**config.mk**
```make
export PLATFORM = sky130hd
export DESIGN_NAME = serial_word_rx
export DESIGN_NICKNAME = d
export VERILOG_FILES = /design/src/rtl/serial_word_rx.sv
export SDC_FILE = /design/constraint.sdc
export NUM_CORES = 1
export LEC_CHECK = 0
export BUFFER_PORTS_ARGS = -buffer_cell sky130_fd_sc_hd__buf_2
export CORE_AREA = 3 3 122 124
export DETAILED_ROUTE_END_ITERATION = 16
export DIE_AREA = 0 0 125 127
export GPL_TIMING_DRIVEN = 0
export PLACE_DENSITY = 0.74
export SYNTH_ARGS = -nofsm -noshare
export SYNTH_HDL_FRONTEND = slang
export SYNTH_SLANG_ARGS = --single-unit
```
**constraint.sdc**
```tcl
create_clock -name i_clk -period 2.6 [get_ports i_clk]
set_clock_uncertainty 0.05 [all_clocks]
set_input_delay 0.52 -clock i_clk [delete_from_list [all_inputs] [get_ports i_clk]]
set_output_delay 0.52 -clock i_clk [all_outputs]
set_load 0.005 [all_outputs]
```
**src/rtl/serial_word_rx.sv**
```systemverilog
// Serial-to-parallel sample receiver: LSB-first bit shifter feeding a small word FIFO,
// with framing-error detection when valid drops in the middle of a word.
module serial_word_rx #(
  parameter int unsigned DATA_WIDTH = 24,
  parameter int unsigned FIFO_DEPTH = 4
) (
  input  logic                                 i_clk,
  input  logic                                 i_rst_n,
  input  logic                                 i_en,
  input  logic                                 i_din,
  input  logic                                 i_din_valid,
  output logic                                 o_ready,
  output logic [DATA_WIDTH-1:0]                o_word,
  output logic                                 o_word_valid,
  input  logic                                 i_word_ready,
  output logic                                 o_frame_err,
  output logic [7:0]                           o_err_count,
  output logic [15:0]                          o_word_count,
  output logic [$clog2(FIFO_DEPTH+1)-1:0]      o_fifo_count
);

  localparam int unsigned BIT_W = $clog2(DATA_WIDTH);
  localparam int unsigned PTR_W = $clog2(FIFO_DEPTH);
  localparam int unsigned CNT_W = $clog2(FIFO_DEPTH+1);

  typedef enum logic {
    S_IDLE  = 1'b0,
    S_SHIFT = 1'b1
  } state_e;

  state_e                state_q, state_d;
  logic [DATA_WIDTH-1:0] sr_q, sr_d;
  logic [BIT_W-1:0]      bit_cnt_q, bit_cnt_d;
  logic [DATA_WIDTH-1:0] mem_q [FIFO_DEPTH];
  logic [DATA_WIDTH-1:0] mem_d [FIFO_DEPTH];
  logic [PTR_W-1:0]      wr_ptr_q, wr_ptr_d;
  logic [PTR_W-1:0]      rd_ptr_q, rd_ptr_d;
  logic [CNT_W-1:0]      fifo_cnt_q, fifo_cnt_d;
  logic                  frame_err_q, frame_err_d;
  logic [7:0]            err_cnt_q, err_cnt_d;
  logic [15:0]           word_cnt_q, word_cnt_d;

  logic                  last_bit, full, pop, ready, accept, push, frame_err_c;
  logic [DATA_WIDTH-1:0] word_in;

  // Handshake decode; only the final bit of a word waits for FIFO space.
  always_comb begin
    last_bit    = (bit_cnt_q == BIT_W'(DATA_WIDTH - 1));
    full        = (fifo_cnt_q == CNT_W'(FIFO_DEPTH));
    pop         = (fifo_cnt_q != '0) & i_word_ready;
    ready       = i_rst_n & i_en & (!last_bit | !full | pop);
    accept      = i_en & i_din_valid & ready;
    push        = accept & last_bit;
    frame_err_c = (state_q == S_SHIFT) & i_en & !i_din_valid;
    word_in     = {i_din, sr_q[DATA_WIDTH-1:1]};
  end

  // Next-state logic for the shifter FSM, FIFO and counters.
  always_comb begin
    state_d     = state_q;
    sr_d        = sr_q;
    bit_cnt_d   = bit_cnt_q;
    mem_d       = mem_q;
    wr_ptr_d    = wr_ptr_q;
    rd_ptr_d    = rd_ptr_q;
    fifo_cnt_d  = fifo_cnt_q;
    frame_err_d = frame_err_c;
    err_cnt_d   = err_cnt_q;
    word_cnt_d  = word_cnt_q;

    unique case (state_q)
      S_IDLE: begin
        if (accept) begin
          sr_d      = word_in;
          bit_cnt_d = last_bit ? '0 : bit_cnt_q + BIT_W'(1);
          state_d   = last_bit ? S_IDLE : S_SHIFT;
        end
      end
      S_SHIFT: begin
        if (frame_err_c) begin
          sr_d      = '0;
          bit_cnt_d = '0;
          state_d   = S_IDLE;
        end else if (accept) begin
          sr_d      = word_in;
          bit_cnt_d = last_bit ? '0 : bit_cnt_q + BIT_W'(1);
          state_d   = last_bit ? S_IDLE : S_SHIFT;
        end
      end
      default: state_d = S_IDLE;
    endcase

    if (push) begin
      mem_d[wr_ptr_q] = word_in;
      wr_ptr_d        = wr_ptr_q + PTR_W'(1);
      word_cnt_d      = word_cnt_q + 16'd1;
    end
    if (pop) begin
      rd_ptr_d = rd_ptr_q + PTR_W'(1);
    end
    unique case ({push, pop})
      2'b10:   fifo_cnt_d = fifo_cnt_q + CNT_W'(1);
      2'b01:   fifo_cnt_d = fifo_cnt_q - CNT_W'(1);
      default: fifo_cnt_d = fifo_cnt_q;
    endcase

    if (frame_err_c && (err_cnt_q != 8'hFF)) begin
      err_cnt_d = err_cnt_q + 8'd1;
    end
  end

  always_ff @(posedge i_clk or negedge i_rst_n) begin
    if (!i_rst_n) begin
      state_q     <= S_IDLE;
      sr_q        <= '0;
      bit_cnt_q   <= '0;
      mem_q       <= '{default: '0};
      wr_ptr_q    <= '0;
      rd_ptr_q    <= '0;
      fifo_cnt_q  <= '0;
      frame_err_q <= 1'b0;
      err_cnt_q   <= '0;
      word_cnt_q  <= '0;
    end else begin
      state_q     <= state_d;
      sr_q        <= sr_d;
      bit_cnt_q   <= bit_cnt_d;
      mem_q       <= mem_d;
      wr_ptr_q    <= wr_ptr_d;
      rd_ptr_q    <= rd_ptr_d;
      fifo_cnt_q  <= fifo_cnt_d;
      frame_err_q <= frame_err_d;
      err_cnt_q   <= err_cnt_d;
      word_cnt_q  <= word_cnt_d;
    end
  end

  assign o_ready      = ready;
  assign o_word       = mem_q[rd_ptr_q];
  assign o_word_valid = (fifo_cnt_q != '0);
  assign o_frame_err  = frame_err_q;
  assign o_err_count  = err_cnt_q;
  assign o_word_count = word_cnt_q;
  assign o_fifo_count = fifo_cnt_q;

endmodule
```
After elaboration in Yosys (flattened, before gate mapping)
Index checks and enable logic that the tools add are counted.
{"block": "totals", "register_bits": 158, "latchBits": 0, "mem_bits_rw": 0, "mem_bits_ro": 0, "in_bits": 6, "wordCells": 67, "mem_count": 0}
{"block": "op_classes", "add_sub_neg": 7, "multipliers": 0, "n_div": 0, "n_lt_le_gt_ge": 3, "n_eq_ne": 5, "n_shift": 0, "n_mux": 19, "bitwise": 13, "reduce_logical": 7}
{"operator": "$mux 24", "n": 5}
{"operator": "$bwmux 96", "n": 1}
{"operator": "$bmux 24 s2", "n": 1}
{"operator": "$demux 24 s2", "n": 1}
{"operator": "$pmux 24 s2", "n": 1}
{"operator": "$add 16x1->16 const B", "n": 1}
{"operator": "$mux 5", "n": 3}
{"operator": "$pmux 5 s2", "n": 1}
{"operator": "$add 8x1->8 const B", "n": 1}
{"operator": "$and 1x1->1", "n": 8}
{"operator": "$ne 8x8->1 const B", "n": 1}
{"operator": "$ge 3x3->1 const B", "n": 2}
{"operator": "$not 2->3", "n": 2}
{"operator": "$pmux 3 s2", "n": 1}
{"operator": "$add 5x1->5 const B", "n": 1}
{"operator": "$eq 5x5->1 const B", "n": 1}
{"operator": "$add 2x1->2 const B", "n": 2}
{"operator": "$mux 1", "n": 4}
{"operator": "$add 3x1->3 const B", "n": 1}
{"operator": "$eq 3x3->1 const B", "n": 1}
{"operator": "$logic_not 1->1", "n": 3}
{"operator": "$lt 3x1->1 const B", "n": 1}
{"operator": "$reduce_bool 3->1", "n": 1}
{"operator": "$sub 3x1->3 const B", "n": 1}
{"operator": "other kinds (7)", "n": 9}

Longest topological paths before layout
Gate-level depths: netlist of run 1.
{"block": "depth", "ltp_word": 9, "mapped_depth": 11, "mapped_depth_nobuf": 10}

Worst setup path after synthesis of run 1
No wires, ideal clock.
{"block": "synth_path", "path_kind": "input port to flip-flop", "start": "input i_word_ready", "end": "register fifo_cnt_q[2], in the netlist o_fifo_count[2]", "setup_ps": 79, "t_arrival_ps": 2432, "required_time_ps": 2471, "setup_slack_ps": 39, "path_stages": 10, "path_cell_list": "nor4b_2 nor3_4 buf_2 inv_1 ha_1 inv_1 fa_1 xor2_1 nor2_1 xor2_1"}
{"block": "synth_via", "elab_chain_len": 7, "word_cells_on_any_way": 9, "cone_classes": "2 x eq/ne; 1 x mux; 5 x bitwise; 1 x reduce/logical"}
{"element": "start, declared", "line": "15", "text": "input logic i_word_ready,"}
{"element": "$and 1x1->1 (*)", "line": "50", "text": "pop = (fifo_cnt_q != '0) & i_word_ready;"}
{"element": "$or 1x1->1", "line": "51", "text": "ready = i_rst_n & i_en & (!last_bit | !full | pop);"}
{"element": "$and 1x1->1", "line": "51"}
{"element": "$and 1x1->1", "line": "52", "text": "accept = i_en & i_din_valid & ready;"}
{"element": "$and 1x1->1", "line": "53", "text": "push = accept & last_bit;"}
{"element": "$eq 2x1->1 / $eq 2x2->1 (equally long branches)", "line": "101", "text": "unique case ({push, pop})"}
{"element": "$pmux 3 s2 / $reduce_bool 2->1 (equally long branches)"}
{"element": "end signal, assigned", "line": "131", "text": "fifo_cnt_q <= fifo_cnt_d;"}
{"element": "end, declared", "line": "38", "text": "logic [CNT_W-1:0] fifo_cnt_q, fifo_cnt_d;"}
Every way passes the cells marked *; elsewhere a longest branch is shown, timed or not.
A chain may end at the register's enable or synchronous reset.

Worst setup path after layout of run 1
{"block": "layout_path", "start": "register rd_ptr_q[1]", "end": "output o_word[14]"}
{"block": "layout_via", "elab_chain_len": 4}
{"element": "start, declared", "line": "37", "text": "logic [PTR_W-1:0] rd_ptr_q, rd_ptr_d;"}
{"element": "start signal, assigned", "line": "130", "text": "rd_ptr_q <= rd_ptr_d;"}
{"element": "$not 2->3 (not written as such)", "line": "139", "text": "assign o_word = mem_q[rd_ptr_q];"}
{"element": "$bmux 24 s2", "line": "139"}
{"element": "$mux 24 (not written as such) (2 in series)", "line": "139"}
{"element": "end, declared", "line": "13", "text": "output logic [DATA_WIDTH-1:0] o_word,"}
No other way between the ends. The select of a mux whose other input is x is not followed.

==> results.sh, run 1 <==
export IMPL_hold_viol_final=0
export IMPL_die_x_um=125
export IMPL_synth_top_cells_by_area="dfrtp_1, mux2_2, mux4_2"
export IMPL_start_kind="flop"
export IMPL_synth_edff_count=0
export IMPL_cp_endpoint="o_word[14]"
export IMPL_vias=4172
export IMPL_synth_cell_types=35
export IMPL_tns_ns=0
export IMPL_dieArea_mm2=0.01588
export IMPL_row_count=43
export IMPL_grt_pass1_vias=4440
export IMPL_cts_htree_levels=4
export IMPL_r2r_setup_slack_ns=0.21
export IMPL_rsz0062_at_grt="no"
export IMPL_avgRoutedWirePerCell_um=17.87
export IMPL_drc=0
export IMPL_switchingPower_mw=1.567
export IMPL_drt_total_wl_um=13720
export IMPL_crit_required_ns=2.03
export IMPL_vdd_ir_drop_max_mv=0.5039
export IMPL_power_total_mw=6.231
export IMPL_ff2ff_path_depth=10
export IMPL_wirelength_met1_um=6071
export IMPL_die_h_um=127
export IMPL_async_flop_share_pct=100.0
export IMPL_maxSlewHeadroom_pct=34.03
export IMPL_synth_main_ff_cell="dfrtp_1"
export IMPL_synth_nets=508
export IMPL_synth_area_per_cell_um2=13.94
export IMPL_ant_nets=0
export IMPL_synth_top_cell_area_share_pct=57.18
export IMPL_worstPathArrival_ns=1.90
export IMPL_hold_class="primary input to asynchronous set/reset pin"
export IMPL_place_congestion=0.7542
export IMPL_nets=590
export IMPL_netlist_area_mm2=0.006870
export IMPL_grt_pass1_wl_um=22570
export IMPL_critical_path_class="flop to output port"
export IMPL_cp_max_fo=10
export IMPL_ys_warn_count=0
export IMPL_dr_wl_met3_um=536
export IMPL_syn_to_final_growth_pct=18.74
export IMPL_drive_gt1_share_pct=40.48
export IMPL_insertion_delay_ns=0.42
export IMPL_hpwl_um=8890
export IMPL_ys_seq_elements=157
export IMPL_cts_root_buf="clkbuf_16"
export IMPL_powerDensity_mw_per_mm2=763.9
export IMPL_setup_viol=0
export IMPL_cts_tree="built"
export IMPL_period_share_pct=95.05
export IMPL_core_mm2=0.01388
export IMPL_grt_usage_pct=17.93
export IMPL_r2r_start="o_fifo_count[1]"
export IMPL_num_antenna_cells=0
export IMPL_yosysTopAreaCell="dfrtp_1"
export IMPL_cp_startpoint="rd_ptr_q[1]"
export IMPL_maxCapViolCount=0
export IMPL_max_freq_mhz=404.6
export IMPL_yosysSeqAreaShare_pct=57.18
export IMPL_drt_first_pass_iters=4
export IMPL_period_needed_ns=2.471
export IMPL_grt_ovfl_total=0
export IMPL_leakage_nw=4.083
export IMPL_clock_power_share_pct=43.0
export IMPL_tightest_slew_ns=0.9805
export IMPL_start_util_pct=49.50
export IMPL_clock_sinks=157
export IMPL_status="complete, no violations"
export IMPL_swShare_pct=25.14
export IMPL_p_int_mw=4.665
export IMPL_clock_path_buffers=2
export IMPL_drv_slew=0
export IMPL_combPwrFrac_pct=13.5
export IMPL_antenna_found_initial=0
export IMPL_topRoutingLayerUsed="met4"
export IMPL_seq_power_share_pct=43.5
export IMPL_grt_max_degree=83
export IMPL_cts_buffers=17
export IMPL_wl_met2_um=6949
export IMPL_syn_inst=493
export IMPL_portBuffers=59
export IMPL_io_pins=60
export IMPL_drt_iter0_drc=282
export IMPL_rr_endpoint="o_fifo_count[2]"
export IMPL_vias_per_cell=5.432
export IMPL_end_kind="output port"
export IMPL_clk_pin_slew_ns=0.06
[cell usage after synthesis (5+ instances only)]
cell,count
nand2_1,60
dfrtp_1,157
buf_6,8
nor2_1,7
xor2_1,12
o21ai_0,25
mux4_2,24
ha_1,8
mux2_2,98
nand4_1,8
xnor2_1,17
nor3_1,5
nand3_1,10
clkbuf_1,11
inv_1,8
[cell type report]
class                           count  area [um2]
Buffer                             22       165.2
Timing Repair Buffer               64       400.4
Clock buffer                       21       450.4
Tap cell                          180       225.2
Sequential cell                   157        3929
Fill cell                        1097        5723
Inverter                            8       30.03
Multi-Input combinational cell    305        2769
Clock inverter                     11       188.9
[flip-flops by register name, summed over array words and instances (netlist names)]
| name | cells |
|---|---|
| state_q | 1 |
| o_fifo_count | 3 |
| o_word_count | 16 |
| rd_ptr_q | 2 |
| sr_q | 23 |
| wr_ptr_q | 2 |
| mem_q | 96 |
| o_err_count | 8 |
| o_frame_err | 1 |
| bit_cnt_q | 5 |
[critical path, stage by stage, from the launching register on]
cell and delay [ns]:
dfrtp_1 0.56, clkbuf_2 0.40, mux4_2 0.38, buf_2 0.15
[layer usage]
metal | GRT usage (%) | up-vias
met4 | 5.931 | 0
met2 | 30.75 | 84
met1 | 22.71 | 2157
met3 | 4.181 | 15
met5 | 0 | -
li1 | - | 1916
[repair_timing]
action                                  4_1_cts  5_1_grt
pin swaps                                     1        1
endpoints found under the setup margin       21        1
setup buffers                                 1        1
endpoints found under the hold margin        76       38
gates resized for setup                      10        0
[through the flow]
step | area, um2 | util [%] | hold WS (ns) | setup slack [ns] | cells
after floorplan | 6870 | - | 0.1744 | 0.03872 | 493
after global placement | 7391 | 53.25 | 0.4067 | -3.000 | 732
after detailed placement | 7425 | 53.49 | 0.4122 | -0.7037 | 733
after CTS | 8103 | 58.37 | -0.03429 | 0.09585 | 765
after global routing | 8158 | 58.77 | 0.01645 | 0.04065 | 768
final | 8158 | 58.77 | 0.01203 | 0.1287 | 768
[power groups by stage]
stage               sequential (mW)  combinational (mW)  clock, mW
floorplan                      2.70               0.546          0
global placement               2.71               0.803          0
detailed placement             2.72               0.840          0
CTS                            2.71               0.852       2.72
global route                   2.73               0.937       2.82
finish                         2.71               0.839       2.68
[how the worst min path moves through the flow]
stage	from	endpoint	cells after the start	slack [ns]
after floorplan	i_rst_n	bit_cnt_q[0]	0	0.17
after global placement	o_word_count[15]	o_word_count[15]	1	0.41
after detailed placement	o_word_count[15]	o_word_count[15]	1	0.41
after CTS	i_rst_n	o_err_count[0]	1	-0.03
after global routing	i_rst_n	o_err_count[0]	2	0.02
final	i_rst_n	o_err_count[0]	2	0.01
[cell usage in the layout, fill, tap and decap left out, drive strengths merged]
| cell type | instances |
|---|---|
| nand3b | 1 |
| nor4b | 1 |
| clkinvlp | 2 |
| mux2 | 98 |
| nand4 | 8 |
| and2 | 2 |
| nand2b | 1 |
| and4 | 3 |
| ha | 8 |
| or3 | 1 |
| clkbuf | 31 |
| a21oi | 2 |
| nand4b | 1 |
| mux2i | 4 |
| and3 | 4 |
| and4b | 1 |
| nand3 | 10 |
| nand2 | 64 |
| dfrtp | 157 |
| buf | 76 |
| bufinv | 5 |
| o21ai | 26 |
| a211oi | 1 |
| fa | 1 |
| clkinv | 3 |
| nor3 | 6 |
| nor4 | 2 |
| nor2 | 7 |
| xor2 | 12 |
| xnor2 | 17 |
| inv | 9 |
| mux4 | 24 |
[cells by family (layout without fill, tap and decap cells)]
logic type / Yosys count / after routing / share of synthesized area [%]
XOR/XNOR: 29 / 29 / 3.697
adder cells (fa/ha/maj): 9 / 9 / 1.748
buffers and inverters: 31 / 126 / 2.641
AND/OR/NAND/NOR: 112 / 112 / 8.013
multiplexers: 126 / 126 / 24.51
AO/OA/AOI/OAI: 29 / 29 / 2.204
flip-flops: 157 / 157 / 57.18
No activity file was read; power rests on OpenSTA's default activity.
==> run 2: changes to the inputs <==
--- a/config.mk
+++ b/config.mk
@@ -5,10 +5,12 @@
 export SDC_FILE = /design/constraint.sdc
 export NUM_CORES = 1
 export LEC_CHECK = 0
+export ABC_AREA = 1
+export ABC_CLOCK_PERIOD_IN_PS = 2600
 export BUFFER_PORTS_ARGS = -buffer_cell sky130_fd_sc_hd__buf_2
-export CORE_AREA = 3 3 122 124
+export CORE_AREA = 3 3 127 129
 export DETAILED_ROUTE_END_ITERATION = 16
-export DIE_AREA = 0 0 125 127
+export DIE_AREA = 0 0 130 132
 export GPL_TIMING_DRIVEN = 0
 export PLACE_DENSITY = 0.74
 export SYNTH_ARGS = -nofsm -noshare
==> run 2 against run 1 <==
  * Combinational power rose by 120%
  * Hold slack improved by 0.0060 ns
  * Global-route usage is 6.2 points higher
  * Critical path depth is 2 higher
  * Non-clock buffer count increased by 31
  * Critical path type unchanged
  * Total power up 11%
  * Highest routed layer unchanged
  * Final cell count increased by 57%
  * Largest power group unchanged
  * Via count rose by 58%
  * Synthesized area up 9.5%
==> results.sh, run 2 <==
export IMPL_io_pins=60
export IMPL_tns_ns=0
export IMPL_ys_warn_count=0
export IMPL_period_needed_ns=2.555
export IMPL_clock_path_buffers=2
export IMPL_drc=0
export IMPL_synth_top_cells_by_area="dfrtp_1, nand2_1, o21ai_1"
export IMPL_place_area_mm2=0.008094
export IMPL_hold_viol_final=0
export IMPL_worstPathArrival_ns=1.98
export IMPL_antenna_found_initial=0
export IMPL_largest_reg_flops=96
export IMPL_max_freq_mhz=391.4
export IMPL_placed_cells=1171
export IMPL_maxSlewHeadroom_pct=40.36
export IMPL_portBuffers=59
export IMPL_nets=1022
export IMPL_rsz0062_at_grt="no"
export IMPL_r2r_setup_slack_ns=0.32
export IMPL_final_cell_mix="nand2_1, dfrtp_1, o21ai_1"
export IMPL_start_kind="flop"
export IMPL_synth_area_per_cell_um2=8.154
export IMPL_insertion_delay_ns=0.43
export IMPL_cts_root_buf="clkbuf_16"
export IMPL_async_flop_share_pct=100.0
export IMPL_powerDensity_mw_per_mm2=795.6
export IMPL_fin_hold_ws_ns=0.01799
export IMPL_vdd_ir_drop_max_mv=0.5333
export IMPL_synth_edff_count=0
export IMPL_grt_usage_pct=24.15
export IMPL_crit_required_ns=2.03
export IMPL_grt_max_degree=96
export IMPL_syn_to_final_growth_pct=15.94
export IMPL_setup_viol=0
export IMPL_grt_pass1_vias=6204
export IMPL_start_util_pct=49.69
export IMPL_netlist_area_mm2=0.007526
export IMPL_core_mm2=0.01515
export IMPL_period_share_pct=98.26
export IMPL_cts_htree_levels=4
export IMPL_synthTopCellsByCount="nand2_1, dfrtp_1, o21ai_1"
export IMPL_maxCapViolCount=0
export IMPL_cts_buffers=17
export IMPL_synth_main_ff_cell="dfrtp_1"
export IMPL_syn_inst=923
export IMPL_clk_pin_slew_ns=0.06
export IMPL_synth_cell_types=25
export IMPL_drv_slew=0
export IMPL_cts_tree="built"
export IMPL_hold_class="primary input to asynchronous set/reset pin"
export IMPL_critical_path_class="flop to output port"
export IMPL_drt_iter0_drc=642
export IMPL_vias=6586
export IMPL_cp_max_fo=10
export IMPL_place_congestion=0.8646
export IMPL_die_x_um=130
export IMPL_avgRoutedWirePerCell_um=16.52
export IMPL_status="complete, no violations"
export IMPL_place_ws_ns=-0.3431
export IMPL_drive_gt1_share_pct=13.47
export IMPL_clock_sinks=157
export IMPL_ant_nets=0
export IMPL_yosysSeqAreaShare_pct=52.20
export IMPL_finalNonFillerCells=1205
export IMPL_hpwl_um=12970
export IMPL_drt_first_pass_iters=5
export IMPL_grt_pass1_wl_um=32570
export IMPL_fin_ws_ns=0.04513
export IMPL_end_kind="output port"
export IMPL_die_h_um=132
export IMPL_dieArea_mm2=0.01716
export IMPL_synth_nets=938
export IMPL_vias_per_cell=5.466
export IMPL_leakage_nw=4.725
export IMPL_synth_top_cell_area_share_pct=52.20
export IMPL_row_count=45
export IMPL_finish_instance_area_mm2=0.008726
export IMPL_final_common_cell="nand2_1"
export IMPL_regMostFlops="mem_q"
export IMPL_tightest_slew_ns=0.8916
export IMPL_ys_seq_elements=157
export IMPL_grt_ovfl_total=0
export IMPL_synth_most_common_cell="nand2_1"
export IMPL_drt_total_wl_um=19910
export IMPL_num_antenna_cells=0
export IMPL_yosysTopAreaCell="dfrtp_1"
run 2: changes by cell type after synthesis, sizes merged, moves of 5 or more:
| cell | previous run | this run |
|---|---|---|
| mux2 | 98 | 0 |
| xor2 | 12 | 7 |
| mux4 | 24 | 0 |
| nand3 | 10 | 41 |
| nor2 | 7 | 81 |
| inv | 8 | 38 |
| o21ai | 26 | 162 |
| xnor2 | 17 | 12 |
| o22ai | 0 | 24 |
| nand2 | 64 | 324 |
| buf | 12 | 28 |
| clkbuf | 11 | 24 |
run 2: kinds of logic (layout without fill, tap and decap cells):
group,after synthesis,after routing,share of synthesized area [%]
DFF,157,157,52.20
and+or+nand+nor,457,457,24.64
xor gates and xnor gates,19,19,2.211
buffers and inverters,90,184,6.251
AOI/OAI and AO/OA,191,191,13.10
adders and majority gates,9,9,1.596
run 2: final cells by class:
cell class | count | area (um2)
plain buffers | 51 | 335.3
multi-input cells | 676 | 3127
fillers | 1431 | 6420
clock buffers | 18 | 439.2
clock inverters | 11 | 122.6
inverters | 38 | 142.6
flip-flops and latches | 157 | 3929
well taps | 188 | 235.2
repair buffers | 66 | 395.4
run 2: per-stage QoR:
step / total power, mW / utilization, %
2_1_floorplan: 3.741 / -
3_3_place_gp: 4.495 / 53.19
3_5_place_dp: 4.536 / 53.44
4_1_cts: 6.968 / 57.43
5_1_grt: 7.294 / 57.61
6_report: 6.942 / 57.61
run 2: critical path, cell delays in order (launching register included):
cell and delay, ns:
dfrtp_1 0.41, inv_1 0.12, buf_1 0.50, nor2_1 0.08
o22ai_1 0.27, buf_2 0.17
run 2: per-layer routing:
layer | track usage (%) | routed length, um | vias to the layer above
li1 | - | - | 3172
met1 | 34.57 | 8903 | 3174
met2 | 37.51 | 9469 | 208
met3 | 5.348 | 1242 | 32
met4 | 6.120 | 291 | 0
met5 | 0 | 0 | -
run 2: power by group:
part	switching (mW)	internal (mW)
Combinational	1.15	0.686
Sequential	0.132	2.56
Clock	0.998	1.42
Total	2.28	4.66
run 2: path summary, 6_finish.rpt:
check                             start              end  depth (start not counted)
hold / removal                  i_rst_n  o_word_count[2]                          2
max in group asynchronous       i_rst_n        mem_q[91]                          2
hold reg to reg               mem_q[55]        mem_q[55]                          2
setup / recovery            rd_ptr_q[0]        o_word[3]                          5
setup reg to reg           bit_cnt_q[0]  o_fifo_count[2]                         11
min in group i_clk                i_din        mem_q[47]                          3
run 2: what timing repair did:
| item | in CTS | in global routing |
|---|---|---|
| resized for setup | 6 | 8 |
| hold buffers | 3 | 0 |
| endpoints found under the hold margin | 2 | 0 |
| endpoints found under the setup margin | 13 | 10 |
| pin swaps | 0 | 1 |
| buffers inserted | 0 | 3 |
==> run 3: changes to the inputs <==
--- a/config.mk
+++ b/config.mk
@@ -6,13 +6,13 @@
 export NUM_CORES = 1
 export LEC_CHECK = 0
 export ABC_AREA = 1
-export ABC_CLOCK_PERIOD_IN_PS = 2600
+export ABC_CLOCK_PERIOD_IN_PS = 2400
 export BUFFER_PORTS_ARGS = -buffer_cell sky130_fd_sc_hd__buf_2
 export CORE_AREA = 3 3 127 129
 export DETAILED_ROUTE_END_ITERATION = 16
 export DIE_AREA = 0 0 130 132
 export GPL_TIMING_DRIVEN = 0
-export PLACE_DENSITY = 0.74
+export PLACE_DENSITY = 0.72
 export SYNTH_ARGS = -nofsm -noshare
 export SYNTH_HDL_FRONTEND = slang
 export SYNTH_SLANG_ARGS = --single-unit
==> constraint.sdc (replaced) <==
create_clock -name i_clk -period 2.4 [get_ports i_clk]
set_clock_uncertainty 0.05 [all_clocks]
set_input_delay 0.48 -clock i_clk [delete_from_list [all_inputs] [get_ports i_clk]]
set_output_delay 0.48 -clock i_clk [all_outputs]
set_load 0.005 [all_outputs]
==> run 3 against run 2 <==
  * First-iteration DRC count is 17% lower
  * Routed wire length up 2.6%
  * Global-route usage is 0.75 points higher
  * Hold slack improved by 0.032 ns
  * Final area is 1.7% higher
  * Critical path depth stayed put
  * Register-to-register slack got worse by 0.23 ns
  * Critical path type unchanged
==> results.sh, run 3 (synthesized netlist as in run 2, its figures left out) <==
export IMPL_grt_pass1_vias=6284
export IMPL_maxSlewHeadroom_pct=56.35
export IMPL_drive_gt1_share_pct=14.40
export IMPL_drt_iter0_drc=533
export IMPL_tightest_slew_ns=0.6547
export IMPL_clk_pin_slew_ns=0.06
export IMPL_cp_max_fo=10
export IMPL_avgRoutedWirePerCell_um=16.90
export IMPL_finalNonFillerCells=1209
export IMPL_setup_viol=0
export IMPL_clock_sinks=157
export IMPL_row_count=45
export IMPL_ant_nets=0
export IMPL_grt_ovfl_total=0
export IMPL_cts_root_buf="clkbuf_16"
export IMPL_powerDensity_mw_per_mm2=843.3
export IMPL_nets=1026
export IMPL_tns_ns=0
export IMPL_die_x_um=130
export IMPL_hold_viol_final=0
export IMPL_start_kind="flop"
export IMPL_drt_first_pass_iters=5
export IMPL_grt_max_degree=46
export IMPL_syn_to_final_growth_pct=17.92
export IMPL_status="complete, no violations"
export IMPL_final_common_cell="nand2_1"
export IMPL_vias=6538
export IMPL_io_pins=60
export IMPL_final_cell_mix="nand2_1, dfrtp_1, o21ai_1"
export IMPL_largest_reg_flops=96
export IMPL_leakage_nw=4.800
export IMPL_antenna_found_initial=0
export IMPL_num_antenna_cells=0
export IMPL_worstPathArrival_ns=1.78
export IMPL_utilization_pct=58.60
export IMPL_place_congestion=0.8546
export IMPL_die_h_um=132
export IMPL_cts_buffers=17
export IMPL_clock_path_buffers=2
export IMPL_period_share_pct=96.35
export IMPL_placed_cells=1171
export IMPL_critical_path_class="flop to output port"
export IMPL_insertion_delay_ns=0.43
export IMPL_drv_slew=0
export IMPL_grt_pass1_wl_um=33330
export IMPL_hold_class="primary input to asynchronous set/reset pin"
export IMPL_regMostFlops="mem_q"
export IMPL_maxCapViolCount=0
export IMPL_period_needed_ns=2.312
export IMPL_dieArea_mm2=0.01716
export IMPL_vdd_ir_drop_max_mv=0.8347
export IMPL_nFillCells=1362
export IMPL_drt_total_wl_um=20430
export IMPL_hpwl_um=13040
export IMPL_rsz0062_at_grt="yes"
export IMPL_crit_required_ns=1.87
export IMPL_core_mm2=0.01515
export IMPL_vias_per_cell=5.408
export IMPL_start_util_pct=49.69
export IMPL_end_kind="output port"
export IMPL_cts_htree_levels=4
export IMPL_max_freq_mhz=432.4
export IMPL_drc=0
export IMPL_portBuffers=59
export IMPL_grt_usage_pct=24.90
export IMPL_cts_tree="built"
==> run 3: metrics by stage <==
step	setup slack [ns]	area (um2)	hold WS (ns)	power (mW)
after floorplan	0.03258	7528	0.1344	4.053
final	0.08753	8875	0.04958	7.484
after detailed placement	-1.016	8097	0.4105	4.903
after CTS	0.005497	8818	0.05248	7.426
after global routing	-0.01818	8875	0.05465	7.908
after global placement	-2.969	8059	0.4044	4.878
==> run 3: worst paths after layout <==
path	endpoint	from	depth (start not counted)	slack, ns
worst max-delay path	o_word[0]	rd_ptr_q[0]	5	0.09
worst min-delay path	mem_q[5]	i_rst_n	3	0.05
worst max register to register	o_fifo_count[2]	bit_cnt_q[0]	12	0.09
worst min register to register	mem_q[64]	mem_q[64]	2	0.42
max in group asynchronous	sr_q[17]	i_rst_n	2	1.97
min in group i_clk	mem_q[47]	i_din	3	0.31
==> run 3: critical path, stage by stage, from the launching register on <==
cell	delay [ns]
dfrtp_1	0.41
inv_1	0.14
buf_2	0.27
nor2_1	0.07
o22ai_1	0.29
buf_2	0.18
==> run 3: what timing repair did <==
| action | in CTS | in global routing |
|---|---|---|
| hold buffers | 4 | 0 |
| gates resized for setup | 16 | 24 |
| cloned | 2 | 0 |
| endpoints found under the hold margin | 68 | 0 |
| setup buffers | 1 | 2 |
| pin swaps | 1 | 1 |
| endpoints found under the setup margin | 28 | 25 |
==> run 3: routing by layer <==
metal / wire, um / track usage (%) / vias to the layer above / share of wire [%]
met2: 9662 / 38.85 / 188 / 47
met1: 9319 / 34.57 / 3129 / 46
met5: 0 / 0 / - / 0
met4: 397 / 7.448 / 0 / 1.9
met3: 1055 / 6.078 / 35 / 5.2
li1: - / - / 3186 / -
==> run 3: report_power, final <==
| part | switching, mW | internal (mW) |
|---|---|---|
| logic | 1.26 | 0.837 |
| registers | 0.155 | 2.77 |
| clock network | 1.02 | 1.44 |
| total | 2.43 | 5.05 |
==> run 3: layout make-up <==
| class | count | area (um2) | area share, % |
|---|---|---|---|
| buffer | 52 | 376.6 | 4.244 |
| clock buffer | 28 | 516.7 | 5.823 |
| clock inverter | 1 | 5.005 | 0.05639 |
| inverter | 38 | 142.6 | 1.607 |
| multi-input combinational | 676 | 3148 | 35.47 |
| sequential | 157 | 3930 | 44.28 |
| tap | 188 | 235.2 | 2.651 |
| timing repair buffer | 69 | 520.5 | 5.865 |
